===== config.mk =====
export PLATFORM = sky130hd
export DESIGN_NAME = instruction_fetch_unit_flat
export DESIGN_NICKNAME = d
export VERILOG_FILES = /design/src/rtl/instruction_fetch_unit_if.sv /design/src/rtl/instruction_fetch_unit.sv /design/src/flat_wrapper.sv
export SDC_FILE = /design/constraint.sdc
export NUM_CORES = 1
export LEC_CHECK = 0
export BUFFER_PORTS_ARGS = -buffer_cell sky130_fd_sc_hd__buf_2
export CORE_MARGIN = 2
export CORE_UTILIZATION = 51
export CTS_BUF_LIST = sky130_fd_sc_hd__clkbuf_4 sky130_fd_sc_hd__clkbuf_8
export DETAILED_ROUTE_END_ITERATION = 8
export PLACE_DENSITY = 0.93
export RECOVER_POWER = 100
export REMOVE_ABC_BUFFERS = 1
export SLEW_MARGIN = 40
export SYNTH_ARGS = -nofsm -noshare
export SYNTH_HDL_FRONTEND = slang
export SYNTH_SLANG_ARGS = --single-unit

===== constraint.sdc =====
create_clock -name clk -period 2.75 [get_ports clk]
set_input_delay 0.55 -clock clk [delete_from_list [all_inputs] [get_ports clk]]
set_output_delay 0.55 -clock clk [all_outputs]
set_load 0.005 [all_outputs]

===== src/rtl/instruction_fetch_unit_if.sv =====
// Fetch-stage bus: control from hazard/branch logic, instruction memory port, IF/ID register outputs.
interface instruction_fetch_unit_if #(
  parameter int PC_WIDTH = 32
);
  logic                Stall;
  logic                Flush;
  logic                Branch_taken;
  logic [PC_WIDTH-1:0] Branch_target;
  logic [31:0]         Instruction_in;
  logic [PC_WIDTH-1:0] PC_out;
  logic [31:0]         IF_ID_Instruction;
  logic [PC_WIDTH-1:0] IF_ID_PC_plus4;
  logic                IF_ID_valid;
  logic                Halted;

  modport master (
    output Stall, Flush, Branch_taken, Branch_target, Instruction_in,
    input  PC_out, IF_ID_Instruction, IF_ID_PC_plus4, IF_ID_valid, Halted
  );

  modport slave (
    input  Stall, Flush, Branch_taken, Branch_target, Instruction_in,
    output PC_out, IF_ID_Instruction, IF_ID_PC_plus4, IF_ID_valid, Halted
  );
endinterface


===== src/rtl/instruction_fetch_unit.sv =====
// IF stage: owns the PC, drives combinational instruction memory, fills the IF/ID register.
module instruction_fetch_unit #(
  parameter int                  PC_WIDTH     = 32,
  parameter logic [PC_WIDTH-1:0] RESET_PC     = '0,
  parameter bit                  HALT_ON_ZERO = 1'b1
) (
  input  logic                     clk,
  input  logic                     rst,
  instruction_fetch_unit_if.slave  bus
);
  typedef enum logic {RUN, HALT} state_t;

  state_t              state;
  logic                halted;
  logic [PC_WIDTH-1:0] pc;
  logic [PC_WIDTH-1:0] pc_plus4;
  logic [PC_WIDTH-1:0] br_pc;
  logic [31:0]         if_instr;
  logic [PC_WIDTH-1:0] if_pc4;
  logic                if_vld;
  logic                zero_word;

  // Natural wrap of the adder gives modulo-2^PC_WIDTH PC arithmetic.
  assign pc_plus4  = pc + PC_WIDTH'(4);
  assign br_pc     = {bus.Branch_target[PC_WIDTH-1:2], 2'b00};
  assign zero_word = HALT_ON_ZERO && (bus.Instruction_in == 32'h0);

  always_ff @(posedge clk) begin
    if (rst) begin
      pc       <= RESET_PC;
      if_instr <= '0;
      if_pc4   <= '0;
      if_vld   <= 1'b0;
      state    <= RUN;
      halted   <= 1'b0;
    end else if (bus.Branch_taken) begin
      pc       <= br_pc;
      if_instr <= '0;
      if_pc4   <= '0;
      if_vld   <= 1'b0;
      state    <= RUN;
      halted   <= 1'b0;
    end else if (state == HALT) begin
      if_instr <= '0;
      if_pc4   <= '0;
      if_vld   <= 1'b0;
    end else if (bus.Stall) begin
      // Stall freezes PC and IF/ID; a concurrent Flush still kills the held entry.
      if (bus.Flush) begin
        if_instr <= '0;
        if_pc4   <= '0;
        if_vld   <= 1'b0;
      end
    end else if (bus.Flush) begin
      pc       <= pc_plus4;
      if_instr <= '0;
      if_pc4   <= '0;
      if_vld   <= 1'b0;
    end else if (zero_word) begin
      // End-of-program word: park on it and never forward it to ID.
      state    <= HALT;
      halted   <= 1'b1;
      if_instr <= '0;
      if_pc4   <= '0;
      if_vld   <= 1'b0;
    end else begin
      pc       <= pc_plus4;
      if_instr <= bus.Instruction_in;
      if_pc4   <= pc_plus4;
      if_vld   <= 1'b1;
    end
  end

  assign bus.PC_out            = pc;
  assign bus.IF_ID_Instruction = if_instr;
  assign bus.IF_ID_PC_plus4    = if_pc4;
  assign bus.IF_ID_valid       = if_vld;
  assign bus.Halted            = halted;
endmodule


===== src/flat_wrapper.sv =====
// flat-port wrapper written by rule: the top's interface ports become plain ports
module instruction_fetch_unit_flat 
#(
  parameter int                  PC_WIDTH     = 32,
  parameter logic [PC_WIDTH-1:0] RESET_PC     = '0,
  parameter bit                  HALT_ON_ZERO = 1'b1
)
  (clk, rst, bus_Stall, bus_Flush, bus_Branch_taken, bus_Branch_target, bus_Instruction_in, bus_PC_out, bus_IF_ID_Instruction, bus_IF_ID_PC_plus4, bus_IF_ID_valid, bus_Halted);
  instruction_fetch_unit_if #(.PC_WIDTH(PC_WIDTH)) bus_i ();
  input  logic clk;
  input  logic rst;
  input wire logic [$bits(bus_i.Stall)-1:0] bus_Stall;
  input wire logic [$bits(bus_i.Flush)-1:0] bus_Flush;
  input wire logic [$bits(bus_i.Branch_taken)-1:0] bus_Branch_taken;
  input wire logic [$bits(bus_i.Branch_target)-1:0] bus_Branch_target;
  input wire logic [$bits(bus_i.Instruction_in)-1:0] bus_Instruction_in;
  output wire logic [$bits(bus_i.PC_out)-1:0] bus_PC_out;
  output wire logic [$bits(bus_i.IF_ID_Instruction)-1:0] bus_IF_ID_Instruction;
  output wire logic [$bits(bus_i.IF_ID_PC_plus4)-1:0] bus_IF_ID_PC_plus4;
  output wire logic [$bits(bus_i.IF_ID_valid)-1:0] bus_IF_ID_valid;
  output wire logic [$bits(bus_i.Halted)-1:0] bus_Halted;
  assign bus_i.Stall = bus_Stall;
  assign bus_i.Flush = bus_Flush;
  assign bus_i.Branch_taken = bus_Branch_taken;
  assign bus_i.Branch_target = bus_Branch_target;
  assign bus_i.Instruction_in = bus_Instruction_in;
  assign bus_PC_out = bus_i.PC_out;
  assign bus_IF_ID_Instruction = bus_i.IF_ID_Instruction;
  assign bus_IF_ID_PC_plus4 = bus_i.IF_ID_PC_plus4;
  assign bus_IF_ID_valid = bus_i.IF_ID_valid;
  assign bus_Halted = bus_i.Halted;
  instruction_fetch_unit #(.PC_WIDTH(PC_WIDTH), .RESET_PC(RESET_PC), .HALT_ON_ZERO(HALT_ON_ZERO)) u_core (.clk(clk), .rst(rst), .bus(bus_i));
endmodule

Word level (Yosys, flattened, before mapping)
Index checks and enable logic that the tools add are counted.
{ "classes": {"n_addsub": 1, "n_mul": 0, "div": 0, "order_cmp": 0, "eq_ne": 5, "shift": 0, "muxes": 20, "bitwise_logic": 3, "reduce_logical": 6} }
{ "op_table": {"columns": ["op", "n"], "rows": [
  ["32-bit two-way mux", 12],
  ["32-bit by 3-bit adder with 32-bit output, second input constant", 1],
  ["32-bit zero test", 1],
  ["1-bit two-way mux", 8],
  ["3-bit AND reduction", 2],
  ["2-bit by 1-bit != test with 1-bit output, second input constant", 2],
  ["2-bit != test, second input constant", 2],
  ["4-bit AND reduction", 1],
  ["3-bit != test, second input constant", 1],
  ["1-bit inverter", 3],
  ["3-bit OR reduction", 1],
  ["2-bit OR reduction", 1]
]} }
{ "word_totals": {"reg_bits": 99, "latch_bits": 0, "ramBits": 0, "romBits": 0, "input_bits": 69, "elab_cells": 42, "mem_count": 0} }

Logic depth before layout (Yosys ltp)
Gate-level depths: netlist of run 1.
{ "logic_depth": {"word_depth": 6, "depth_mapped": 8, "ltp_nobuf": 6} }

Worst setup path before layout of run 1
OpenSTA, ideal clock, no wires.
{ "synth_timing": {"path_type": "input-to-reg", "from": "in bus_Instruction_in[26]", "to": "reg u_core.pc[10] (netlist: u_core.bus.PC_out[10])", "setup_ns": 0.091, "t_arrival_ns": 2.161, "required_ns": 2.659, "setup_slack_ns": 0.498, "path_stages": 8, "path_buffers": 3, "path_cell_list": "nor4_1 nand4_1 o31ai_1 buf_2 buf_2 buf_4 o21ai_0 a311oi_1"} }
{ "synth_via": {"elab_chain_cells": 3} }
{ "synth_rtl": {"columns": ["item", "line_no", "text"], "rows": [
  ["from (decl)", "flat_wrapper.sv:16", "input wire logic [$bits(bus_i.Instruction_in)-1:0] bus_Instruction_in;"],
  ["32-bit zero test", "instruction_fetch_unit.sv:26", "assign zero_word = HALT_ON_ZERO && (bus.Instruction_in == 32'h0);"],
  ["3-bit != test (no source line)", null, null],
  ["3-bit AND reduction (no source line)", null, null],
  ["to (signal assigned)", "instruction_fetch_unit.sv:37", "pc <= br_pc;"],
  ["to (signal assigned)", "instruction_fetch_unit.sv:55", "pc <= pc_plus4;"],
  ["to (signal assigned)", "instruction_fetch_unit.sv:67", "pc <= pc_plus4;"],
  ["to (decl)", "instruction_fetch_unit.sv:15", "logic [PC_WIDTH-1:0] pc;"]
]} }
No other way between the ends.
A chain may end at the register's enable or synchronous reset.

Worst setup path in the final report of run 1
{ "layout_timing": {"from": "reg u_core.pc[6] (netlist: u_core.bus.PC_out[6])", "to": "reg u_core.pc[23] (netlist: u_core.bus.PC_out[23])"} }
{ "layout_via": {"elab_chain_cells": 6} }
{ "layout_rtl": {"columns": ["item", "line_no", "text"], "rows": [
  ["32-bit by 3-bit adder with 32-bit output *", "instruction_fetch_unit.sv:24", "assign pc_plus4 = pc + PC_WIDTH'(4);"],
  ["32-bit two-way mux", "instruction_fetch_unit.sv:59", "end else if (zero_word) begin"],
  ["32-bit two-way mux *", "instruction_fetch_unit.sv:54", "end else if (bus.Flush) begin"],
  ["32-bit two-way mux *", "instruction_fetch_unit.sv:47", "end else if (bus.Stall) begin"],
  ["32-bit two-way mux *", "instruction_fetch_unit.sv:43", "end else if (state == HALT) begin"],
  ["32-bit two-way mux *", "instruction_fetch_unit.sv:36", "end else if (bus.Branch_taken) begin"]
]} }
Every way passes the cells marked *; elsewhere a longest branch is shown, timed or not. The select of a mux whose other input is x is not followed.

==> impl_metrics.yaml, run 1 <==
clock_tree:
  clock-root-buffer: "clkbuf_8"
  clk_latency_ps: 360
  cts_max_path_buffers: 2
  cts.repair.resized: 0
  cts_made_buffers: 9
  postCtsSetupRepairBufs: 0
  cts.sinks: 95
  htreeDepth: 3
  cts_tree: "built"
  ctsHoldBuffers: 0
  clk_pin_slew_ps: 100
timing:
  max_freq_mhz: 402
  min_period_ps: 2490
  skew_ps: 16.7
  slew-limit-headroom: 0.463
  finalMaxSlewViolations: 0
  tightestPinTransition_ps: 805
  setup_viol: 0
  finalCritPeriodShare: 0.904
  grt_setup_unrepaired: "no"
  hold_viol_final: 0
route:
  routed_wl_um: 13300
  via_per_inst: 6.07
  first_pass_iters: 7
  wl_per_cell_um: 16.8
  antenna_left: 0
  vias: 4818
  drt-initial-drc-count: 324
  drcViolationCount: 0
worst_setup_path:
  critPathLaunchType: "flip-flop"
  critPathRequiredTime_ps: 3010
  crit_type: "flip-flop to flip-flop"
  crit_path_max_fanout: 15
  rr_worst_depth: 4
  arrival_ps: 2750
  regToRegSetupSlack_ps: 260
  endpoint_kind: "flip-flop"
global_route:
  grt_pass1_vias: 4560
  gr-total-overflow: 0
  antenna_found_initial: 0
  grt_util_all_layers: 0.270
  grt_max_degree: 58
  grt_first_pass_wirelength_um: 21800
synthesis:
  syn_area_per_cell_um2: 8.35
  synth_edf_count: 0
  yosysSeqAreaShare: 0.423
  synthArstFlopShare: 0
  synth-seq-cells: 95
  ys_types: 45
  synth_top_flop_cell: "dfxtp_1"
  syn_inst: 538
  yosys_warnings: 0
  synth_area_mm2: 0.00449
floorplanning:
  die_w_um: 97.9
  die_area_mm2: 0.00958
  initial_core_util: 0.520
  rows: 34
  fp.coreArea_mm2: 0.00864
  num_io_pins: 167
  fp.dieH_um: 97.9
final_layout:
  insertedDiodeCount: 0
  fin_nets: 752
  nFillCells: 792
  drive_gt1_frac: 0.224
  final_util: 0.641
  postLayoutCellArea_mm2: 0.00554
  syn_to_final_growth_pct: 23.3
power_and_ir_drop:
  peakVddDrop_mv: 0.362
  p_leak_nw: 2.09
  p_per_area_mw_per_mm2: 513
placement:
  place.gp.congestion: 0.889
  io_buffers: 160
  dpl_cell_area_mm2: 0.00542
  place_hpwl_um: 9390
hold_path:
  hold_class: "input pin to flip-flop"
  min_delay_path_depth: 3
flow_run:
  cap_violations: 0
status:
  status: "finished, final reports clean"
-- cells in the mapped netlist, drive strengths merged (3+ instances only) --
cell type	instances	area (um^2)
dfxtp	95	1900
nor2	78	293
a22oi	47	353
clkbuf	37	140
nand2	27	101
o21ai	23	115
a311oi	22	193
or3	18	113
a21oi	16	80.1
nor4	16	100
nand4	15	100
nor3	14	70.1
xnor2	14	123
buf	13	76.3
inv	11	41.3
nand3	10	50.1
o21a	10	75.1
or4	9	67.6
o31a	7	61.3
o31ai	7	52.6
and4	6	52.6
xor2	6	52.6
a211oi	5	37.5
a2111oi	4	35.0
o22ai	4	25.0
and2	3	18.8
and3	3	18.8
nor4bb	3	30.0
or2	3	18.8
-- stage by stage --
stage	total power, mW	instances	hold WS [ps]	setup WS [ps]	setup TNS, ps
final	2.84	794	430	265	0
after global routing	2.95	794	435	164	0
after floorplan	1.66	491	448	-1270	-53410
after detailed placement	1.86	779	450	203	0
after CTS	2.86	794	427	300	0
after global placement	1.84	779	439	352	0
-- layout by cell type (no fill, tap or decap), types with 4 or more instances in the layout --
cell,instances
a211oi_1,5
nand4_1,14
o22ai_1,4
nand3_1,10
nor4_1,16
buf_4,8
inv_1,10
conb_1,4
o31a_1,7
clkbuf_1,48
and4_1,6
xnor2_1,14
o21ai_0,23
o21a_1,10
o31ai_1,7
nor2_1,78
clkbuf_8,9
a2111oi_0,4
nand2_1,27
xor2_1,6
a22oi_1,47
or4_1,9
nor3_1,14
a21oi_1,16
a311oi_1,22
dfxtp_1,95
buf_2,120
or3_1,17
-- per-layer routing --
layer	vias to the layer above	part of all wire	global-route usage	routed length (um)
met5	-	0	0	0
met4	0	0.031	0.123	406
met3	40	0.062	0.0444	829
met2	202	0.49	0.442	6460
met1	2288	0.42	0.352	5610
li1	2288	-	-	-
-- report_power, final --
part	total, mW	leakage, nW	switching (mW)	internal [mW]
combinational	0.341	1.21	0.197	0.145
clock	1.02	0.102	0.505	0.514
sequential	1.48	0.775	0.0593	1.42
-- sequential cells by signal, summed over array words and instances (netlist names) --
name                          flops
u_core.bus.PC_out                30
u_core.bus.IF_ID_PC_plus4        30
u_core.bus.Halted                 1
u_core.state                      1
u_core.bus.IF_ID_Instruction     32
u_core.bus.IF_ID_valid            1
-- path summary, 6_finish.rpt --
check | to | start
setup reg to reg | u_core.bus.PC_out[23] | u_core.bus.PC_out[6]
hold / removal | u_core.bus.IF_ID_Instruction[29] | bus_Instruction_in[29]
setup / recovery | u_core.bus.PC_out[23] | u_core.bus.PC_out[6]
hold reg to reg | u_core.bus.IF_ID_PC_plus4[25] | u_core.bus.IF_ID_PC_plus4[25]
-- cell families (layout without fill, tap and decap cells) --
group,after synthesis,in the layout,synth area share
mux,1,1,0.00223
buf+inv,61,206,0.0574
simple gates,210,210,0.238
compound gates,149,149,0.236
flops,95,95,0.423
xor+xnor,20,20,0.0390
other cells,1,4,0.000835
fa+ha+maj,1,1,0.00278
-- critical path, cell delays in order (launching register included) --
cell and delay (ps):
dfxtp_1 480, nand4_1 270, or4_1 790, or4_1 580, a311oi_1 280
-- final cells by class --
class	instances	area, um^2	area share
inverter	11	41.3	0.00745
multi-input combinational	385	2350	0.425
tap	108	135	0.0244
sequential	95	1900	0.343
clock inverter	6	92.6	0.0167
clock buffer	9	124	0.0224
timing repair buffer	180	891	0.161
Note: power is estimated with default switching activity, not from simulation.
==> run 2, diff against run 1 <==
RECOVER_POWER = 50   (was 100)
==> impl_metrics.yaml, run 2 (synthesis gave the netlist of run 1 again) <==
clock_tree:
  cts.repair.resized: 0
  cts.sinks: 95
  clk_latency_ps: 360
  cts_made_buffers: 9
  htreeDepth: 3
  clock-root-buffer: "clkbuf_8"
  ctsHoldBuffers: 0
  cts_max_path_buffers: 2
  postCtsSetupRepairBufs: 0
  clk_pin_slew_ps: 100
  cts_tree: "built"
power_and_ir_drop:
  p_per_area_mw_per_mm2: 510
  peakVddDrop_mv: 0.373
  p_leak_nw: 2.11
final_layout:
  insertedDiodeCount: 0
  final_cells: 794
  fin_nets: 752
  final_cell_mix: "buf_2, dfxtp_1, nor2_1, a22oi_1, clkbuf_1"
  multi_input_area_mm2: 0.00237
  syn_to_final_growth_pct: 24.1
  layout_commonest_cell: "buf_2"
  drive_gt1_frac: 0.233
  largest_register_ffs: 32
  register_area_mm2: 0.00190
  nFillCells: 780
worst_setup_path:
  crit_path_max_fanout: 15
  critPathRequiredTime_ps: 3010
  crit_type: "flip-flop to flip-flop"
  path_common_cell: "or4_1"
  critPathLaunchType: "flip-flop"
  cp_slowest_stage_delay_ps: 800
  path_cells: "nand4_1 -> or4_1 -> or4_1 -> a311oi_1"
  r2r-start: "u_core.bus.PC_out[6]"
  worst-path-buf-inv: 0
  endpoint_kind: "flip-flop"
  rr_worst_depth: 4
  slowest_stage: "or4_1"
  regToRegSetupSlack_ps: 250
  r2r-end: "u_core.bus.PC_out[23]"
  cp_top_family: "simple AND/OR/NAND/NOR gates"
  arrival_ps: 2760
flow_run:
  cap_violations: 0
timing:
  grt_setup_unrepaired: "no"
  fin_ws_ps: 255
  max_freq_mhz: 401
  setup_viol: 0
  slew-limit-headroom: 0.465
  skew_ps: 16.0
  tns_ps: 0
  finalCritPeriodShare: 0.907
  hold_ws_ps: 430
  hold_viol_final: 0
  tightestPinTransition_ps: 801
  min_period_ps: 2500
  finalMaxSlewViolations: 0
floorplanning:
  die_w_um: 97.9
  rows: 34
  die_area_mm2: 0.00958
  num_io_pins: 167
  fp.dieH_um: 97.9
  initial_core_util: 0.520
  fp.coreArea_mm2: 0.00864
route:
  routed_wl_um: 13300
  via_per_inst: 6.08
  antenna_left: 0
  first_pass_iters: 5
  wl_per_cell_um: 16.8
  vias: 4824
  drt-initial-drc-count: 304
  drcViolationCount: 0
global_route:
  grt_pass1_vias: 4560
  gr-total-overflow: 0
  grt_first_pass_wirelength_um: 21800
  antenna_found_initial: 0
  grt_util_all_layers: 0.270
  grt_max_degree: 58
hold_path:
  min_from: "bus_Instruction_in[29]"
  min_delay_path_depth: 3
  hold_class: "input pin to flip-flop"
  hold_path_end: "u_core.bus.IF_ID_Instruction[29]"
placement:
  dp_slack_ps: 203
  dp.cells: 779
  io_buffers: 160
  place.gp.congestion: 0.889
  place_hpwl_um: 9390
status:
  status: "finished, final reports clean"
run 2: changes by cell type in the layout (fill, tap and decap cells not counted), sizes merged:
cell	change
buf	+6
clkbuf	-6
run 2: worst register-to-register path: stages, from the launching register on:
cell and delay, ps:
dfxtp_1 480, nand4_1 270, or4_1 800, or4_1 580, a311oi_1 280
run 2: per-layer routing:
metal,track usage,up-vias,routed length (um)
met3,0.0444,38,762
li1,-,2286,-
met2,0.442,189,6530
met1,0.352,2311,5660
met4,0.123,0,390
met5,0,-,0
run 2: how the worst max path moves through the flow:
stage | startpoint | end | slack (ps) | cells after the start
global placement | bus_Instruction_in[26] | u_core.bus.PC_out[28] | 350 | 7
finish | u_core.bus.PC_out[6] | u_core.bus.PC_out[23] | 250 | 4
detailed placement | bus_Instruction_in[26] | u_core.bus.PC_out[28] | 200 | 7
floorplan | bus_Instruction_in[26] | u_core.bus.PC_out[10] | -1270 | 5
global route | u_core.bus.PC_out[5] | u_core.bus.PC_out[23] | 160 | 4
CTS | u_core.bus.PC_out[6] | u_core.bus.PC_out[19] | 300 | 4
run 2: final cells by class:
type	instances	area share
Tap cell	108	0.0242
Sequential cell	95	0.341
Inverter	11	0.00741
Multi-Input combinational cell	385	0.425
Clock buffer	9	0.0222
Timing Repair Buffer	180	0.163
Clock inverter	6	0.0166
run 2: per-stage QoR:
stage,utilization,area (um^2),power [mW]
final,0.645,5570,2.84
after global placement,0.628,5420,1.84
after CTS,0.653,5640,2.86
after floorplan,-,4290,1.66
after detailed placement,0.628,5420,1.86
after global routing,0.645,5570,2.96
run 2: power by group:
part	switching [mW]	internal [mW]
Clock	0.506	0.514
Combinational	0.197	0.147
Sequential	0.0592	1.42
==> run 3, diff against run 2 <==
CELL_PAD_IN_SITES_DETAIL_PLACEMENT = 0   (was not set)
CELL_PAD_IN_SITES_GLOBAL_PLACEMENT = 1   (was not set)
CORE_UTILIZATION = 33   (was 51)
PLACE_DENSITY = 0.89   (was 0.93)
clock period = 2 ns   (was 2.75 ns; I/O delays follow)
==> impl_metrics.yaml, run 3 (synthesis gave the netlist of run 1 again) <==
placement:
  io_buffers: 160
  place_hpwl_um: 10800
  place.gp.congestion: 0.784
  dpl_cell_area_mm2: 0.00595
clock_tree:
  clk_pin_slew_ps: 100
  htreeDepth: 3
  cts_max_path_buffers: 2
  cts.sinks: 95
  cts_tree: "built"
  cts_made_buffers: 9
  clk_latency_ps: 370
  clock-root-buffer: "clkbuf_8"
floorplanning:
  fp.coreArea_mm2: 0.0133
  die_area_mm2: 0.0146
  num_io_pins: 167
  fp.dieH_um: 121
  rows: 42
  initial_core_util: 0.338
  die_w_um: 121
status:
  status: "complete, but fails checks"
  violations: "setup timing"
route:
  wl_per_cell_um: 16.5
  antenna_left: 0
  drt-initial-drc-count: 273
  first_pass_iters: 5
  drcViolationCount: 0
  routed_wl_um: 15200
  via_per_inst: 5.38
  vias: 4948
global_route:
  gr-total-overflow: 0
  grt_util_all_layers: 0.197
  grt_first_pass_wirelength_um: 23100
  antenna_found_initial: 0
  grt_pass1_vias: 4615
  grt_max_degree: 48
final_layout:
  fin_nets: 808
  layout_commonest_cell: "buf_2"
  multi_input_area_mm2: 0.00248
  drive_gt1_frac: 0.330
  postLayoutCellArea_mm2: 0.00629
  largest_register_ffs: 32
  insertedDiodeCount: 0
  register_area_mm2: 0.00191
  syn_to_final_growth_pct: 39.9
  final_cell_mix: "buf_2, dfxtp_1, nor2_1, buf_4, a22oi_1"
  nFillCells: 1339
power_and_ir_drop:
  peakVddDrop_mv: 0.318
  switching_share: 0.272
  switchingPower_mw: 1.10
  p_int_mw: 2.96
  total_power_mw: 4.07
  comb_power_share: 0.152
  p_leak_nw: 2.44
  p_per_area_mw_per_mm2: 647
  seq_power_share: 0.493
  clockPowerShare: 0.354
timing:
  setup_viol: 1
  finalCritPeriodShare: 1.02
  skew_ps: 12.7
  min_period_ps: 2040
  max_freq_mhz: 491
  tns_ps: -36.6
  grt_setup_unrepaired: "yes"
  hold_ws_ps: 281
  hold_viol_final: 0
  fin_ws_ps: -36.6
  finalMaxSlewViolations: 0
hold_path:
  min_from: "bus_Instruction_in[7]"
  hold_path_end: "u_core.bus.IF_ID_Instruction[7]"
  min_delay_path_depth: 3
  hold_class: "input pin to flip-flop"
worst_setup_path:
  critPathLaunchType: "flip-flop"
  rr_worst_depth: 6
  r2r-end: "u_core.bus.PC_out[16]"
  crit_type: "flip-flop to flip-flop"
  critPathRequiredTime_ps: 2280
  crit_path_max_fanout: 5
  endpoint_kind: "flip-flop"
  r2r-start: "u_core.bus.PC_out[13]"
  regToRegSetupSlack_ps: -40
  arrival_ps: 2310
flow_run:
  cap_violations: 0
run 3: cell types whose count changed in the layout (fill, tap and decap cells not counted), moves of 3 or more:
| cell | previous run | this run |
|---|---|---|
| buf_6 | 0 | 3 |
| nor4_2 | 0 | 5 |
| or4_1 | 9 | 6 |
| dfxtp_2 | 0 | 8 |
| a311oi_2 | 0 | 5 |
| nor4_1 | 16 | 10 |
| a311oi_1 | 22 | 17 |
| buf_12 | 2 | 6 |
| or4_4 | 0 | 3 |
| buf_4 | 14 | 59 |
| dfxtp_1 | 95 | 87 |
| buf_2 | 120 | 124 |
run 3: what timing repair did:
action	in CTS	in global routing
setup buffers	1	2
gates cloned	0	1
resized for setup	15	22
endpoints found under the setup margin	15	23
pin swaps	1	6
hold buffers	0	0
run 3: area by class of cell:
type / count / share of cell area
Clock buffer: 10 / 0.0209
Clock inverter: 6 / 0.0149
Sequential cell: 95 / 0.304
Timing Repair Buffer: 236 / 0.223
Multi-Input combinational cell: 385 / 0.395
Inverter: 11 / 0.00657
Tap cell: 176 / 0.0350
run 3: critical path: stages, from the launching register on:
cell      delay [ps]
dfxtp_2          370
nand4_4          130
buf_6            140
or4_4            510
or2_1            230
or3_1            330
a311oi_2         250
run 3: routing by layer:
layer,up-vias,GRT usage,wire [um]
met5,-,0,0
met2,168,0.329,7250
met1,2344,0.258,6870
met3,24,0.0344,747
li1,2412,-,-
met4,0,0.0640,314
run 3: worst max path at each step:
stage                            from                     to  slack, ps  cells after the start
2_1_floorplan  bus_Instruction_in[26]  u_core.bus.PC_out[10]      -1870                      5
3_3_place_gp   bus_Instruction_in[10]  u_core.bus.PC_out[28]       -330                      7
3_5_place_dp   bus_Instruction_in[10]  u_core.bus.PC_out[28]       -360                      7
4_1_cts         u_core.bus.PC_out[13]  u_core.bus.PC_out[16]        -70                      6
5_1_grt         u_core.bus.PC_out[13]  u_core.bus.PC_out[16]       -130                      6
6_report        u_core.bus.PC_out[13]  u_core.bus.PC_out[16]        -40                      6
run 3: power by group through the flow:
stage / Combinational, mW / Clock [mW] / Sequential, mW
after floorplan: 0.212 / 0 / 2.07
after detailed placement: 0.601 / 0 / 2.04
after CTS: 0.606 / 1.48 / 2.00
final: 0.619 / 1.44 / 2.01
after global routing: 0.677 / 1.55 / 2.02
after global placement: 0.588 / 0 / 2.04
run 3: metrics by stage:
stage / cells / util / setup WS, ps
after floorplan: 491 / - / -1870
after global placement: 899 / 0.447 / -330
after detailed placement: 899 / 0.447 / -365
after CTS: 916 / 0.468 / -66.5
after global routing: 919 / 0.473 / -128
final: 919 / 0.473 / -36.6
